### config.mk
export PLATFORM = sky130hd
export DESIGN_NAME = rr_mux_reg
export DESIGN_NICKNAME = d
export VERILOG_FILES = /design/src/rtl/rr_mux_reg.sv
export SDC_FILE = /design/constraint.sdc
export NUM_CORES = 1
export LEC_CHECK = 0
export ABC_AREA = 1
export BUFFER_PORTS_ARGS = -buffer_cell sky130_fd_sc_hd__buf_2
export CAP_MARGIN = 20
export CORE_AREA = 2 2 39 41
export CTS_CLUSTER_SIZE = 8
export DETAILED_ROUTE_END_ITERATION = 7
export DIE_AREA = 0 0 41 43
export GPL_TIMING_DRIVEN = 0
export PLACE_DENSITY = 0.67
export SYNTH_ARGS = -nofsm -noshare
export SYNTH_HDL_FRONTEND = slang
export SYNTH_SLANG_ARGS = --single-unit
### constraint.sdc
create_clock -name clk -period 2 [get_ports clk]
set_input_delay 0.4 -clock clk [delete_from_list [all_inputs] [get_ports clk]]
set_output_delay 0.4 -clock clk [all_outputs]
set_load 0.02 [all_outputs]
### src/rtl/rr_mux_reg.sv
// rtl/rr_mux_reg.sv - N-channel registered mux with fixed/round-robin select and valid/ready handshakes
module rr_mux_reg #(
  parameter int N     = 4,
  parameter int W     = 1,
  parameter int SEL_W = 2
) (
  input  logic             clk,
  input  logic             rst,
  input  logic             mode,
  input  logic [SEL_W-1:0] sel,
  input  logic [N*W-1:0]   in_data,
  input  logic [N-1:0]     in_valid,
  output logic [N-1:0]     in_ready,
  output logic [W-1:0]     out_data,
  output logic             out_valid,
  input  logic             out_ready,
  output logic [SEL_W-1:0] out_chan
);

  typedef enum logic {EMPTY = 1'b0, FULL = 1'b1} state_t;

  state_t           state_q, state_d;
  logic [W-1:0]     data_q, data_d;
  logic [SEL_W-1:0] chan_q, chan_d;
  logic [SEL_W-1:0] last_q, last_d;

  logic             free;
  logic             grant_vld;
  logic [SEL_W-1:0] grant_idx;
  logic [N-1:0]     grant_oh;
  logic [W-1:0]     grant_data;
  logic             take;

  assign free = (state_q == EMPTY) | out_ready;

  // Round-robin: first requester above last wins, otherwise the lowest requester
  // (which covers the wrap back through channel last itself).
  always_comb begin
    logic             hi_vld, lo_vld, fix_vld;
    logic [SEL_W-1:0] hi_idx, lo_idx, fix_idx;
    hi_vld  = 1'b0;
    lo_vld  = 1'b0;
    fix_vld = 1'b0;
    hi_idx  = '0;
    lo_idx  = '0;
    fix_idx = '0;
    for (int j = 0; j < N; j++) begin
      if (in_valid[j]) begin
        if ((j > int'(last_q)) && !hi_vld) begin
          hi_vld = 1'b1;
          hi_idx = SEL_W'(j);
        end
        if (!lo_vld) begin
          lo_vld = 1'b1;
          lo_idx = SEL_W'(j);
        end
        if (int'(sel) == j) begin
          fix_vld = 1'b1;
          fix_idx = SEL_W'(j);
        end
      end
    end
    if (mode) begin
      grant_vld = hi_vld | lo_vld;
      grant_idx = hi_vld ? hi_idx : lo_idx;
    end else begin
      grant_vld = fix_vld;
      grant_idx = fix_idx;
    end
  end

  always_comb begin
    grant_oh   = '0;
    grant_data = '0;
    for (int j = 0; j < N; j++) begin
      if (grant_vld && (int'(grant_idx) == j)) begin
        grant_oh[j] = 1'b1;
        grant_data  = in_data[j*W +: W];
      end
    end
  end

  // Gated by rst so the handshake is dead for as long as reset is held.
  assign in_ready = (free && !rst) ? grant_oh : '0;
  assign take     = |(in_valid & in_ready);

  always_comb begin
    state_d = state_q;
    data_d  = data_q;
    chan_d  = chan_q;
    last_d  = last_q;
    if (free) begin
      if (take) begin
        state_d = FULL;
        data_d  = grant_data;
        chan_d  = grant_idx;
        last_d  = grant_idx;
      end else begin
        state_d = EMPTY;
      end
    end
  end

  always_ff @(posedge clk or posedge rst) begin
    if (rst) begin
      state_q <= EMPTY;
      data_q  <= '0;
      chan_q  <= '0;
      last_q  <= SEL_W'(N - 1);
    end else begin
      state_q <= state_d;
      data_q  <= data_d;
      chan_q  <= chan_d;
      last_q  <= last_d;
    end
  end

  assign out_valid = (state_q == FULL);
  assign out_data  = data_q;
  assign out_chan  = chan_q;

endmodule

# Word-level counts from Yosys, hierarchy flattened
# Index checks and enable logic that the tools add are counted.
[totals] register_bits=6 inputBits=14 word_cells=80
[classes] order_cmp=3 n_eq_ne=6 muxes=49 n_bitwise=4 n_reduce_logical=14
[ops] op="$mux 1" n=34
[ops] op="$mux 2" n=14
[ops] op="$eq 2x2->1 const B" n=4
[ops] op="$logic_and 1x1->1" n=7
[ops] op="$and 4x4->4" n=1
[ops] op="$eq 2x1->1 const B" n=2
[ops] op="$gt 2x2->1 const A" n=2
[ops] op="$logic_not 2->1" n=2
[ops] op="$mux 4" n=1
[ops] op="$reduce_or 4->1" n=1
[ops] op="$logic_not 1->1" n=3
[ops] op="$gt 1x2->1 const A" n=1
[ops] op="$or 1x1->1" n=2
[ops] op="$reduce_and 2->1" n=1
[ops] op="$not 1->1" n=1

# Depth between registers and ports, before layout
# Gate-level depths: netlist (run 1).
[logic_depth] word_depth=20 depth_mapped=15 ltp_nobuf=15

# Least setup slack after synthesis (run 1)
# Ideal clock, no wire load.
[synth_timing] path_kind="reg-to-output" from="register last_q[1]" to="output in_ready[1]" t_arrival_ns=1.517 required_ns=1.600 slack_ns=0.083 stages_incl_launch_ff=9 path_buffers=0 cell_sequence="dfstp_2 > inv_2 > nand2_1 > inv_1 > a21oi_1 > nand2_2 > nand2_4 > inv_2 > nor3_1"
[synth_via] elab_chain_len=17
[synth_rtl] item="from (decl)" line="25" source="logic [SEL_W-1:0] last_q, last_d;"
[synth_rtl] item="from (signal assigned)" line="109" source="last_q <= SEL_W'(N - 1);"
[synth_rtl] item="from (signal assigned)" line="114" source="last_q <= last_d;"
[synth_rtl] item="$gt 1x2->1" line="49" source="if ((j > int'(last_q)) && !hi_vld) begin"
[synth_rtl] item="$mux 1" line="49"
[synth_rtl] item="$mux 1" line="48" source="if (in_valid[j]) begin"
[synth_rtl] item="$logic_not 1->1" line="49"
[synth_rtl] item="$logic_and 1x1->1" line="49"
[synth_rtl] item="$mux 1" line="49"
[synth_rtl] item="$mux 1" line="48"
[synth_rtl] item="$logic_not 1->1" line="49"
[synth_rtl] item="$logic_and 1x1->1" line="49"
[synth_rtl] item="$mux 2 or $mux 1 (tied branches)" line="49"
[synth_rtl] item="$mux 2 or $mux 1 (tied branches)" line="48"
[synth_rtl] item="$mux 2" line="65" source="grant_idx = hi_vld ? hi_idx : lo_idx;"
[synth_rtl] item="$mux 2" line="63" source="if (mode) begin"
[synth_rtl] item="$eq 2x2->1" line="76" source="if (grant_vld && (int'(grant_idx) == j)) begin"
[synth_rtl] item="$logic_and 1x1->1 (*)" line="76"
[synth_rtl] item="$mux 1 (*)" line="76"
[synth_rtl] item="$mux 4 (*)" line="84" source="assign in_ready = (free && !rst) ? grant_oh : '0;"
[synth_rtl] item="to (decl)" line="13" source="output logic [N-1:0] in_ready,"
# Mark *: on every way between the ends. The rest lies on a longest branch, timed or not.

# Worst setup path after layout (run 1)
[layout_timing] from="register last_q[1]" to="output in_ready[2]"
# The elaborated chain is that of the path after synthesis.

==> metrics.md, run 1 <==
| Metric | Value |
|---|---|
| Die span in y | 43 um |
| Netlist cell types | 19 |
| Setup TNS | -0.157 ns |
| Avg Vias per Cell | 4.78 |
| Area Overhead vs Synth | 48.9% |
| Hold Buf Count CTS | 0 |
| CP startpoint kind | flop |
| Post-route cell area | 769 um2 |
| Largest cells by area after synthesis | dfrtp_1 (19%), nand2_1 (13%), nand3_1 (12%) |
| Power Dens Cells | 1030 nW/um2 |
| Mapped Cells | 81 |
| I/O Pins | 22 |
| Clk sinks | 6 |
| Row Count | 14 |
| Clk slew on worst S/H paths | 0.05 ns |
| Clk Latency, worst-skew pair | 0.24 ns |
| Top-area cell type share of the netlist area | 0.194 |
| CP top delay family | flip-flops |
| Worst VDD drop | 0.366 mV |
| Critical Path RT | 1.60 ns |
| Fin crit share | 1.03 |
| CTS Buf Count | 3 |
| Total power | 0.795 mW |
| R2r setup slk | 0.20 ns |
| Largest net degree at the start of global routing | 8 |
| Clock buffer depth | 2 |
| Failing checks | negative setup slack |
| Cell Area, Synth | 517 um2 |
| Seq cells post-synth | 6 |
| Final Hold Vio Count | 0 |
| Synth area leader | dfrtp_1 |
| Drt pass-1 iters | 5 |
| Worst R2R End | out_data |
| Most common cell after layout, fill and taps aside | buf_2 |
| DRT antenna net count | 0 |
| CTS tree | yes |
| HPWL after DPL | 892 um |
| Grt ovf | 0 |
| Seq/Total Area, Yosys | 0.295 |
| Syn Nets | 95 |
| Warnings from Yosys | 0 |
| Level count of the clock H-tree | 1 |
| Final wirelength | 1210 um |
| # DRC | 0 |
| Initial core utilization | 0.373 |
| Post-Layout Cell Count | 130 |
| Port bufs | 21 |
| Reg2reg start | last_q[1] |
| Highest cell delay on the worst timing path | 0.53 ns |
| Setup slack after layout | -0.0539 ns |
| Die area | 1760 um2 |
| Nets | 129 |
| Syn_area_per_cell | 6.38 um2 |
| Clk_skew | 0.00604 ns |
| Worst Path Arrival | 1.65 ns |
| GRT Overall Usage | 0.164 |
| Root buf cell | clkbuf_4 |
| Per-cell routed wire length | 9.34 um |
| Die width | 41 um |
| Placed cell area | 642 um2 |
| Layout cells sized above 1 | 0.482 |
| Layout fillers | 130 |
| Most frequent cells in the layout | buf_2 (18), nand2_1 (15), inv_1 (12) |
| Rel. slew slack | 0.658 |
| First DRT Iteration DRCs | 2 |
| Fin util | 0.556 |
| CP Class | flop to output pin |
| RSZ-0062 raised after global routing | yes |
| Via count | 621 |
| Placer Congestion | 0.824 |
| Worst reg2reg path depth | 13 |
| Worst-margin pin slew | 0.509 ns |
| Vias in the first global route | 523 |
| Path type of the worst min-delay path | input pin to asynchronous set/reset pin |
| Initial antenna violation count | 0 |
| Crit. End Element | output pin |
| Min Tclk post-route | 2.05 ns |
| Slowest CP cell | dfstp_2 |
| First-pass GRT wire length | 1980 um |
| Final setup fails | 4 |
| Worst path cell trace | inv_2 -> a21oi_2 -> nand2_1 -> nand2_2 -> nand2_1 -> nand2_1 -> nand2_2 -> inv_4 -> nand2_2 -> nor2_1 -> buf_4 |
| Leak | 0.436 nW |
| Final slew viol count | 0 |
| # diodes | 0 |
| Critical path peak fanout | 6 |
| Core Area | 1380 um2 |
| WP buf/inv | 3 |
| Fmax | 487 MHz |
| Total of max-cap violations | 0 |
| # placed instances | 118 |
| Outcome | complete, but fails checks |
==> metal layers <==
layer / wire [um] / part of all wire / track usage
met2: 604 / 0.50 / 0.250
met1: 541 / 0.45 / 0.199
met5: 0 / 0 / 0
met4: 23 / 0.019 / 0.100
met3: 44 / 0.036 / 0.0314
==> state kept, by name, summed over array words and instances, names as in the netlist <==
| register | flops |
|---|---|
| out_data | 1 |
| last_q | 2 |
| out_chan | 2 |
| out_valid | 1 |
==> metrics by stage <==
step                      hold slack (ns)  setup WS [ns]
after floorplan                     0.196         0.0828
after global placement              0.321          0.145
after detailed placement            0.329          0.127
after CTS                          0.0633        -0.0458
after global routing               0.0819         -0.182
final                              0.0599        -0.0539
==> repair_timing <==
| item | 4_1_cts | 5_1_grt |
|---|---|---|
| pin swaps | 5 | 3 |
| setup endpoints to repair | 4 | 4 |
| setup buffers | 7 | 1 |
| endpoints found under the hold margin | 0 | 0 |
| gates resized for setup | 9 | 4 |
==> synthesized netlist by cell type <==
cell,instances
nand2_1,18
inv_1,13
nand3_1,12
nand2_2,5
o21ai_1,5
a21oi_1,4
dfrtp_1,4
nor2_1,3
dfstp_2,2
inv_2,2
inv_4,2
nand2_4,2
nor2_2,2
nor3_1,2
a31oi_1,1
nand4_1,1
o21ai_0,1
o21bai_2,1
or2_1,1
==> cells by family after synthesis <==
family          count (synthesis)  synth area share
compound gates                 12             0.131
buf+inv                        17             0.133
flops                           6             0.295
simple gates                   46             0.441
==> worst max path at each step <==
stage,startpoint,end,cells after the start
floorplan,last_q[1],in_ready[1],8
global placement,last_q[1],in_ready[0],11
detailed placement,last_q[1],in_ready[0],11
CTS,last_q[1],in_ready[0],12
global route,last_q[1],in_ready[2],11
finish,last_q[1],in_ready[2],11
==> layout make-up <==
cell class / instances / area [um2] / area share
inverters: 17 / 68.8 / 0.0894
repair buffers: 29 / 176 / 0.229
clock buffers: 4 / 26.3 / 0.0341
multi-input cells: 58 / 325 / 0.423
well taps: 16 / 20.0 / 0.0260
flip-flops and latches: 6 / 153 / 0.198
==> where the power goes <==
part | leakage [nW] | internal (mW) | switching (mW)
clock | 0.0150 | 0.0756 | 0.0438
combinational | 0.351 | 0.180 | 0.272
sequential | 0.0702 | 0.193 | 0.0304
(Power assumes the default switching activity.)
==> run 2, diff against run 1 <==
Settings changed: CORE_AREA 2 2 39 41 to unset, CORE_MARGIN set to 1, CORE_UTILIZATION set to 27, DIE_AREA 0 0 41 43 to unset, PLACE_DENSITY 0.67 to unset.
==> run 2 against run 1 <==
- the run still ends with negative setup slack left
- register-to-register slack got worse by 0.07 ns
- worst hold slack lost 0.012 ns
- sequential cell count did not move
- critical path depth did not move
- setup slack worse by 0.051 ns
- sequential share of layout area decreased by 1.0 points
- core utilization decreased by 9.6 points
- global-route usage decreased by 1.9 points
- non-clock buffer count rose by 1
- routed wire length grew 13%
- sequential power up 2%
==> metrics.md, run 2 (synthesis gave the netlist of run 1 again) <==
| Metric | Value |
|---|---|
| Outcome | complete, but fails checks |
| First DRT Iteration DRCs | 10 (+8) |
| Clk Latency, worst-skew pair | 0.26 ns (+0.02 ns) |
| Fin util | 0.460 (-0.0965) |
| Clk sinks | 6 (unchanged) |
| HPWL after DPL | 968 um (+8.5%) |
| Critical path peak fanout | 6 (unchanged) |
| Die span in y | 45.7 um (+6.4%) |
| I/O Pins | 22 (unchanged) |
| P_int | 0.469 mW (+4.6%) |
| Die width | 45.7 um (+12%) |
| WP buf/inv | 3 (unchanged) |
| Total of max-cap violations | 0 (unchanged) |
| Per-cell routed wire length | 9.79 um (+4.9%) |
| Multi-input logic area | 338 um2 (+3.8%) |
| Switching share of total power | 0.451 (+0.0161) |
| CTS tree | yes |
| Highest cell delay on the worst timing path | 0.55 ns (+0.02 ns) |
| Grt ovf | 0 (unchanged) |
| Die area | 2090 um2 (+19%) |
| Via count | 629 (+1.3%) |
| Hold Buf Count CTS | 0 (unchanged) |
| Combinational share of power | 0.575 (+0.006) |
| Clock buffer depth | 2 (unchanged) |
| Post-route cell area | 811 um2 (+5.4%) |
| Layout cells sized above 1 | 0.504 (+0.0219) |
| Leak | 0.443 nW (+1.6%) |
| Worst VDD drop | 0.397 mV (+8.5%) |
| Level count of the clock H-tree | 1 (unchanged) |
| Switching power | 0.386 mW (+12%) |
| Critical Path RT | 1.60 ns (about the same) |
| Levels on crit path | 11 (unchanged) |
| Power Dens Cells | 1060 nW/um2 (+2.2%) |
| Clk slew on worst S/H paths | 0.05 ns (about the same) |
| Final slew viol count | 0 (unchanged) |
| Initial core utilization | 0.293 (-0.0805) |
| Largest net degree at the start of global routing | 8 (unchanged) |
| Worst-margin pin slew | 0.579 ns (+0.0693 ns) |
| RSZ-0062 raised after global routing | yes |
| Placer Congestion | 0.777 (-5.8%) |
| CTS Buf Count | 3 (unchanged) |
| Final setup fails | 4 (unchanged) |
| Flop pwr share | 0.267 (-0.014) |
| First-pass GRT wire length | 2190 um (+11%) |
| Worst Path Arrival | 1.71 ns (+0.06 ns) |
| Failing checks | negative setup slack |
| Row Count | 15 (+1) |
| CP Class | flop to output pin |
| Seq. cell area | 153 um2 (unchanged) |
| GRT Overall Usage | 0.144 (-0.0192) |
| Rel. slew slack | 0.612 (-0.0465) |
| Clk_skew | 0.000508 ns (-0.00553 ns) |
| Pre-CTS WS | 0.0833 ns (-0.0436 ns) |
| Crit. End Element | output pin |
| Path type of the worst min-delay path | input pin to asynchronous set/reset pin |
| Min Tclk post-route | 2.11 ns (+0.0511 ns) |
| # DRC | 0 (unchanged) |
| Placed cell area | 653 um2 (+1.8%) |
| DRT antenna net count | 0 (unchanged) |
| Nets | 130 (+0.78%) |
| Fmax | 475 MHz (-2.4%) |
| Fin crit share | 1.05 (+0.0255) |
| # diodes | 0 (unchanged) |
| Clock share of power | 0.159 (+0.009) |
| Most frequent cells in the layout | buf_2 (18), nand2_1 (15), inv_1 (12) |
| Core Area | 1760 um2 (+27%) |
| Port bufs | 21 (unchanged) |
| Area Overhead vs Synth | 56.9% |
| Initial antenna violation count | 0 (unchanged) |
| CP top delay family | flip-flops |
| Root buf cell | clkbuf_4 |
| CP startpoint kind | flop |
| Final Hold Vio Count | 0 (unchanged) |
| Slowest CP cell | dfstp_2 |
| Drt pass-1 iters | 4 (-1) |
| Layout fillers | 187 (+44%) |
| Worst reg2reg path depth | 15 (+2) |
| Vias in the first global route | 552 (+5.5%) |
| Avg Vias per Cell | 4.49 (-5.9%) |
| Final wirelength | 1370 um (+13%) |
| Setup TNS | -0.380 ns (-0.222 ns) |
| Worst path cell trace | inv_4 -> a21oi_2 -> nand2_1 -> nand2_2 -> nand2_1 -> nand2_1 -> nand2_2 -> inv_4 -> nand2_2 -> nor2_2 -> buf_6 |
| Most common cell after layout, fill and taps aside | buf_2 |
| Setup slack after layout | -0.105 ns (-0.0511 ns) |
==> run 2: cell types whose count changed in the layout (fill, tap and decap cells not counted) <==
cell     delta
nand3_4     +1
nor2_1      -2
buf_4       -1
buf_6       +2
inv_4       +1
nor2_2      +2
nand3_2     -1
inv_2       -1
==> run 2: per-stage QoR <==
stage	power [mW]	hold slack, ns	std cells
floorplan	0.491	0.196	81
global placement	0.586	0.322	127
detailed placement	0.597	0.330	127
CTS	0.805	0.0671	138
global route	0.930	0.0492	140
finish	0.855	0.0480	140
==> run 2: worst paths after layout <==
| check | slack [ns] | end | startpoint |
|---|---|---|---|
| min in group clk | 0.31 | out_valid | out_ready |
| max | -0.11 | in_ready[2] | last_q[1] |
| min | 0.05 | out_data | rst |
| max in group asynchronous | 1.69 | last_q[1] | rst |
| min reg2reg | 0.47 | out_chan[0] | out_chan[0] |
| max reg2reg | 0.13 | out_data | last_q[1] |
==> run 2: final cells by class <==
cell class,instances,share of cell area
Multi-Input combinational cell,58,0.417
Sequential cell,6,0.188
Timing Repair Buffer,30,0.236
Tap cell,25,0.0386
Clock buffer,4,0.0324
Inverter,17,0.0880
==> run 2: power groups by stage <==
stage	Combinational (mW)	Clock, mW	Sequential (mW)
finish	0.492	0.136	0.228
global route	0.544	0.149	0.236
CTS	0.455	0.126	0.223
detailed placement	0.372	0	0.225
global placement	0.363	0	0.223
floorplan	0.224	0	0.267
==> run 2: metal layers <==
metal	share of wire	track usage	wire, um	vias up
li1	-	-	-	328
met1	0.42	0.180	579	285
met3	0.029	0.0119	40	3
met2	0.52	0.249	719	13
met5	0	0	0	-
met4	0.023	0.0706	32	0
==> run 2: timing repair <==
item / 4_1_cts / 5_1_grt
setup buffers: 7 / 2
endpoints found under the hold margin: 0 / 0
resized for setup: 12 / 7
endpoints found under the setup margin: 4 / 4
pin swaps: 5 / 2
==> run 3, diff against run 2 <==
Settings changed: ABC_AREA 1 to unset, CORE_MARGIN 1 to 2.
==> run 3 against run 2 <==
- the flow still finishes with violations (negative setup slack)
- synthesized cell count fell by 20%
- first-iteration DRC count fell by 20%
- via count fell by 6.0%
- area after synthesis rose by 7.7%
- clock skew rose by 0.0019 ns
- highest routed layer is now met3
- largest cell class unchanged
- die area rose by 17%
==> metrics.md, run 3 <==
| Metric | Value |
|---|---|
| Asr flop ratio synth | 1.00 (unchanged) |
| Per-cell routed wire length | 11.8 um (+20%) |
| CTS tree | yes |
| Fin util | 0.425 (-0.0348) |
| Syn Nets | 79 (-17%) |
| Layout cells sized above 1 | 0.526 (+0.0220) |
| Top-count cell post-synth | nand2_1 |
| Core Area | 1960 um2 (+11%) |
| Layout fillers | 218 (+17%) |
| # DRC | 0 (unchanged) |
| Seq cells post-synth | 6 (unchanged) |
| Die area | 2440 um2 (+17%) |
| # diodes | 0 (unchanged) |
| Mapped Cells | 65 (-20%) |
| Critical path peak fanout | 5 (-1) |
| Final setup fails | 4 (unchanged) |
| CP startpoint kind | flop |
| Reg2reg start | last_q[1] |
| Fmax | 492 MHz (+3.6%) |
| Row Count | 16 (+1) |
| Syn_area_per_cell | 8.57 um2 (+34%) |
| Worst Path Arrival | 1.63 ns (-0.08 ns) |
| Clk Latency, worst-skew pair | 0.24 ns (-0.02 ns) |
| Final wirelength | 1440 um (+4.7%) |
| Initial antenna violation count | 0 (unchanged) |
| Most frequent cells in the layout | buf_2 (16), buf_4 (10), inv_1 (7) |
| Die width | 49.4 um (+8.0%) |
| Vias in the first global route | 577 (+4.5%) |
| Initial core utilization | 0.284 (-0.00911) |
| Worst path cell trace | nand2b_4 -> a21oi_4 -> o32ai_4 -> nand2_2 -> nor2_2 -> buf_4 |
| GRT Overall Usage | 0.129 (-0.0155) |
| Largest cells by area after synthesis | dfrtp_1 (18%), dfstp_2 (9.4%), a21o_1 (5.4%) |
| Min Tclk post-route | 2.03 ns (-0.0734 ns) |
| Netlist cell types | 29 (+10) |
| Clk_skew | 0.00239 ns (+0.00188 ns) |
| Slowest CP cell | dfstp_2 |
| Via count | 591 (-6.0%) |
| Die span in y | 49.4 um (+8.0%) |
| Worst R2R End | out_data |
| HPWL after DPL | 1010 um (+4.2%) |
| Worst VDD drop | 0.432 mV (+8.7%) |
| Port bufs | 21 (unchanged) |
| R2r setup slk | 0.27 ns (+0.14 ns) |
| Rel. slew slack | 0.816 (+0.204) |
| Placer Congestion | 0.804 (+3.5%) |
| Crit. End Element | output pin |
| Area Overhead vs Synth | 49.7% |
| RSZ-0062 raised after global routing | yes |
| Setup TNS | -0.0824 ns (+0.297 ns) |
| Nets | 111 (-15%) |
| I/O Pins | 22 (unchanged) |
| Clk sinks | 6 (unchanged) |
| Synth area leader | dfrtp_1 |
| Final Hold Vio Count | 0 (unchanged) |
| Clk slew on worst S/H paths | 0.04 ns (about the same) |
| Root buf cell | clkbuf_4 |
| Warnings from Yosys | 0 (unchanged) |
| Grt ovf | 0 (unchanged) |
| CP Class | flop to output pin |
| Post-Layout Cell Count | 122 (-13%) |
| First DRT Iteration DRCs | 8 (-2) |
| Placed cell area | 696 um2 (+6.5%) |
| Setup slack after layout | -0.0316 ns (+0.0734 ns) |
| Total of max-cap violations | 0 (unchanged) |
| Avg Vias per Cell | 4.84 (+7.8%) |
| Level count of the clock H-tree | 1 (unchanged) |
| Post-route cell area | 833 um2 (+2.8%) |
| Critical Path RT | 1.60 ns (about the same) |
| WP buf/inv | 1 (-2) |
| Most common cell after layout, fill and taps aside | buf_2 |
| Leak | 0.410 nW (-7.5%) |
| DRT antenna net count | 0 (unchanged) |
| Largest net degree at the start of global routing | 10 (+2) |
| Failing checks | negative setup slack |
| First-pass GRT wire length | 2490 um (+13%) |
| Path type of the worst min-delay path | input pin to asynchronous set/reset pin |
| Post-synth EDFFs | 0 (unchanged) |
| Worst reg2reg path depth | 7 (-8) |
| Post-synth top cells | nand2_1 (8), inv_1 (7), nor2_1 (7) |
| Dominant synthesized flop cell | dfrtp_1 |
| Cell Area, Synth | 557 um2 (+7.7%) |
| # placed instances | 113 (-11%) |
| Top-area cell type share of the netlist area | 0.180 (-0.0139) |
| Worst-margin pin slew | 0.277 ns (-0.302 ns) |
| Seq/Total Area, Yosys | 0.274 (-0.0212) |
| Highest cell delay on the worst timing path | 0.56 ns (about the same) |
| CTS Buf Count | 3 (unchanged) |
| Final slew viol count | 0 (unchanged) |
| Outcome | complete, but fails checks |
| Power Dens Cells | 716 nW/um2 (-32%) |
| Clock buffer depth | 2 (unchanged) |
| CP top delay family | flip-flops |
| Drt pass-1 iters | 3 (-1) |
| Fin crit share | 1.02 (-0.0367) |
==> run 3: cell count changes after synthesis, sizes merged, moves of 2 or more <==
cell    before  now
o21ai        6    3
nand2       25    9
a21o         0    4
nor3         2    0
nand2b       0    3
a211o        0    2
and3         0    2
inv         17    7
nor2         5    7
mux2         0    4
nand3       12    1
==> run 3: per-layer routing <==
layer | up-vias | part of all wire | global-route usage
met3 | 0 | 0.047 | 0.0245
met4 | 0 | 0 | 0.0509
met1 | 277 | 0.49 | 0.170
li1 | 297 | - | -
met5 | - | 0 | 0
met2 | 17 | 0.46 | 0.207
==> run 3: cell families (layout without fill, tap and decap cells) <==
logic type / count (synthesis) / count (layout) / synth area share
AO/OA/AOI/OAI: 21 / 21 / 0.306
buffers and inverters: 7 / 37 / 0.0472
flip-flops: 6 / 6 / 0.274
multiplexers: 5 / 5 / 0.135
AND/OR/NAND/NOR: 26 / 26 / 0.238
==> run 3: report_power, final <==
group | internal (mW) | switching, mW | total, mW
clock network | 0.0676 | 0.0397 | 0.107
logic | 0.146 | 0.162 | 0.307
registers | 0.159 | 0.0236 | 0.182
==> run 3: final cells by class <==
| type | instances | area [um2] | area share |
|---|---|---|---|
| Multi-Input combinational cell | 52 | 432 | 0.518 |
| Sequential cell | 6 | 153 | 0.183 |
| Tap cell | 27 | 33.8 | 0.0405 |
| Timing Repair Buffer | 27 | 166 | 0.200 |
| Clock buffer | 3 | 22.5 | 0.0270 |
| Inverter | 7 | 26.3 | 0.0315 |
==> run 3: worst max path at each step <==
stage           startpoint           to  slack, ns  cells after the start
6_report         last_q[1]  in_ready[2]      -0.03                      6
5_1_grt          last_q[1]  in_ready[2]      -0.11                      6
4_1_cts          last_q[1]  in_ready[3]      -0.02                      6
3_5_place_dp   in_valid[3]  in_ready[0]      -0.09                      7
3_3_place_gp   in_valid[3]  in_ready[0]      -0.08                      7
2_1_floorplan    last_q[1]  in_ready[0]       0.10                      5
==> run 3: timing repair <==
item	CTS	global route
setup buffers	5	1
resized for setup	15	6
pin swaps	7	0
hold buffers	0	0
setup endpoints to repair	4	4
==> run 3: through the flow <==
step | hold WS (ns) | total power, mW | setup slack, ns
after floorplan | 0.198 | 0.338 | 0.103
after global placement | 0.332 | 0.404 | -0.0796
after detailed placement | 0.343 | 0.407 | -0.0878
after CTS | 0.0790 | 0.579 | -0.0246
after global routing | 0.0880 | 0.645 | -0.112
final | 0.0765 | 0.597 | -0.0316
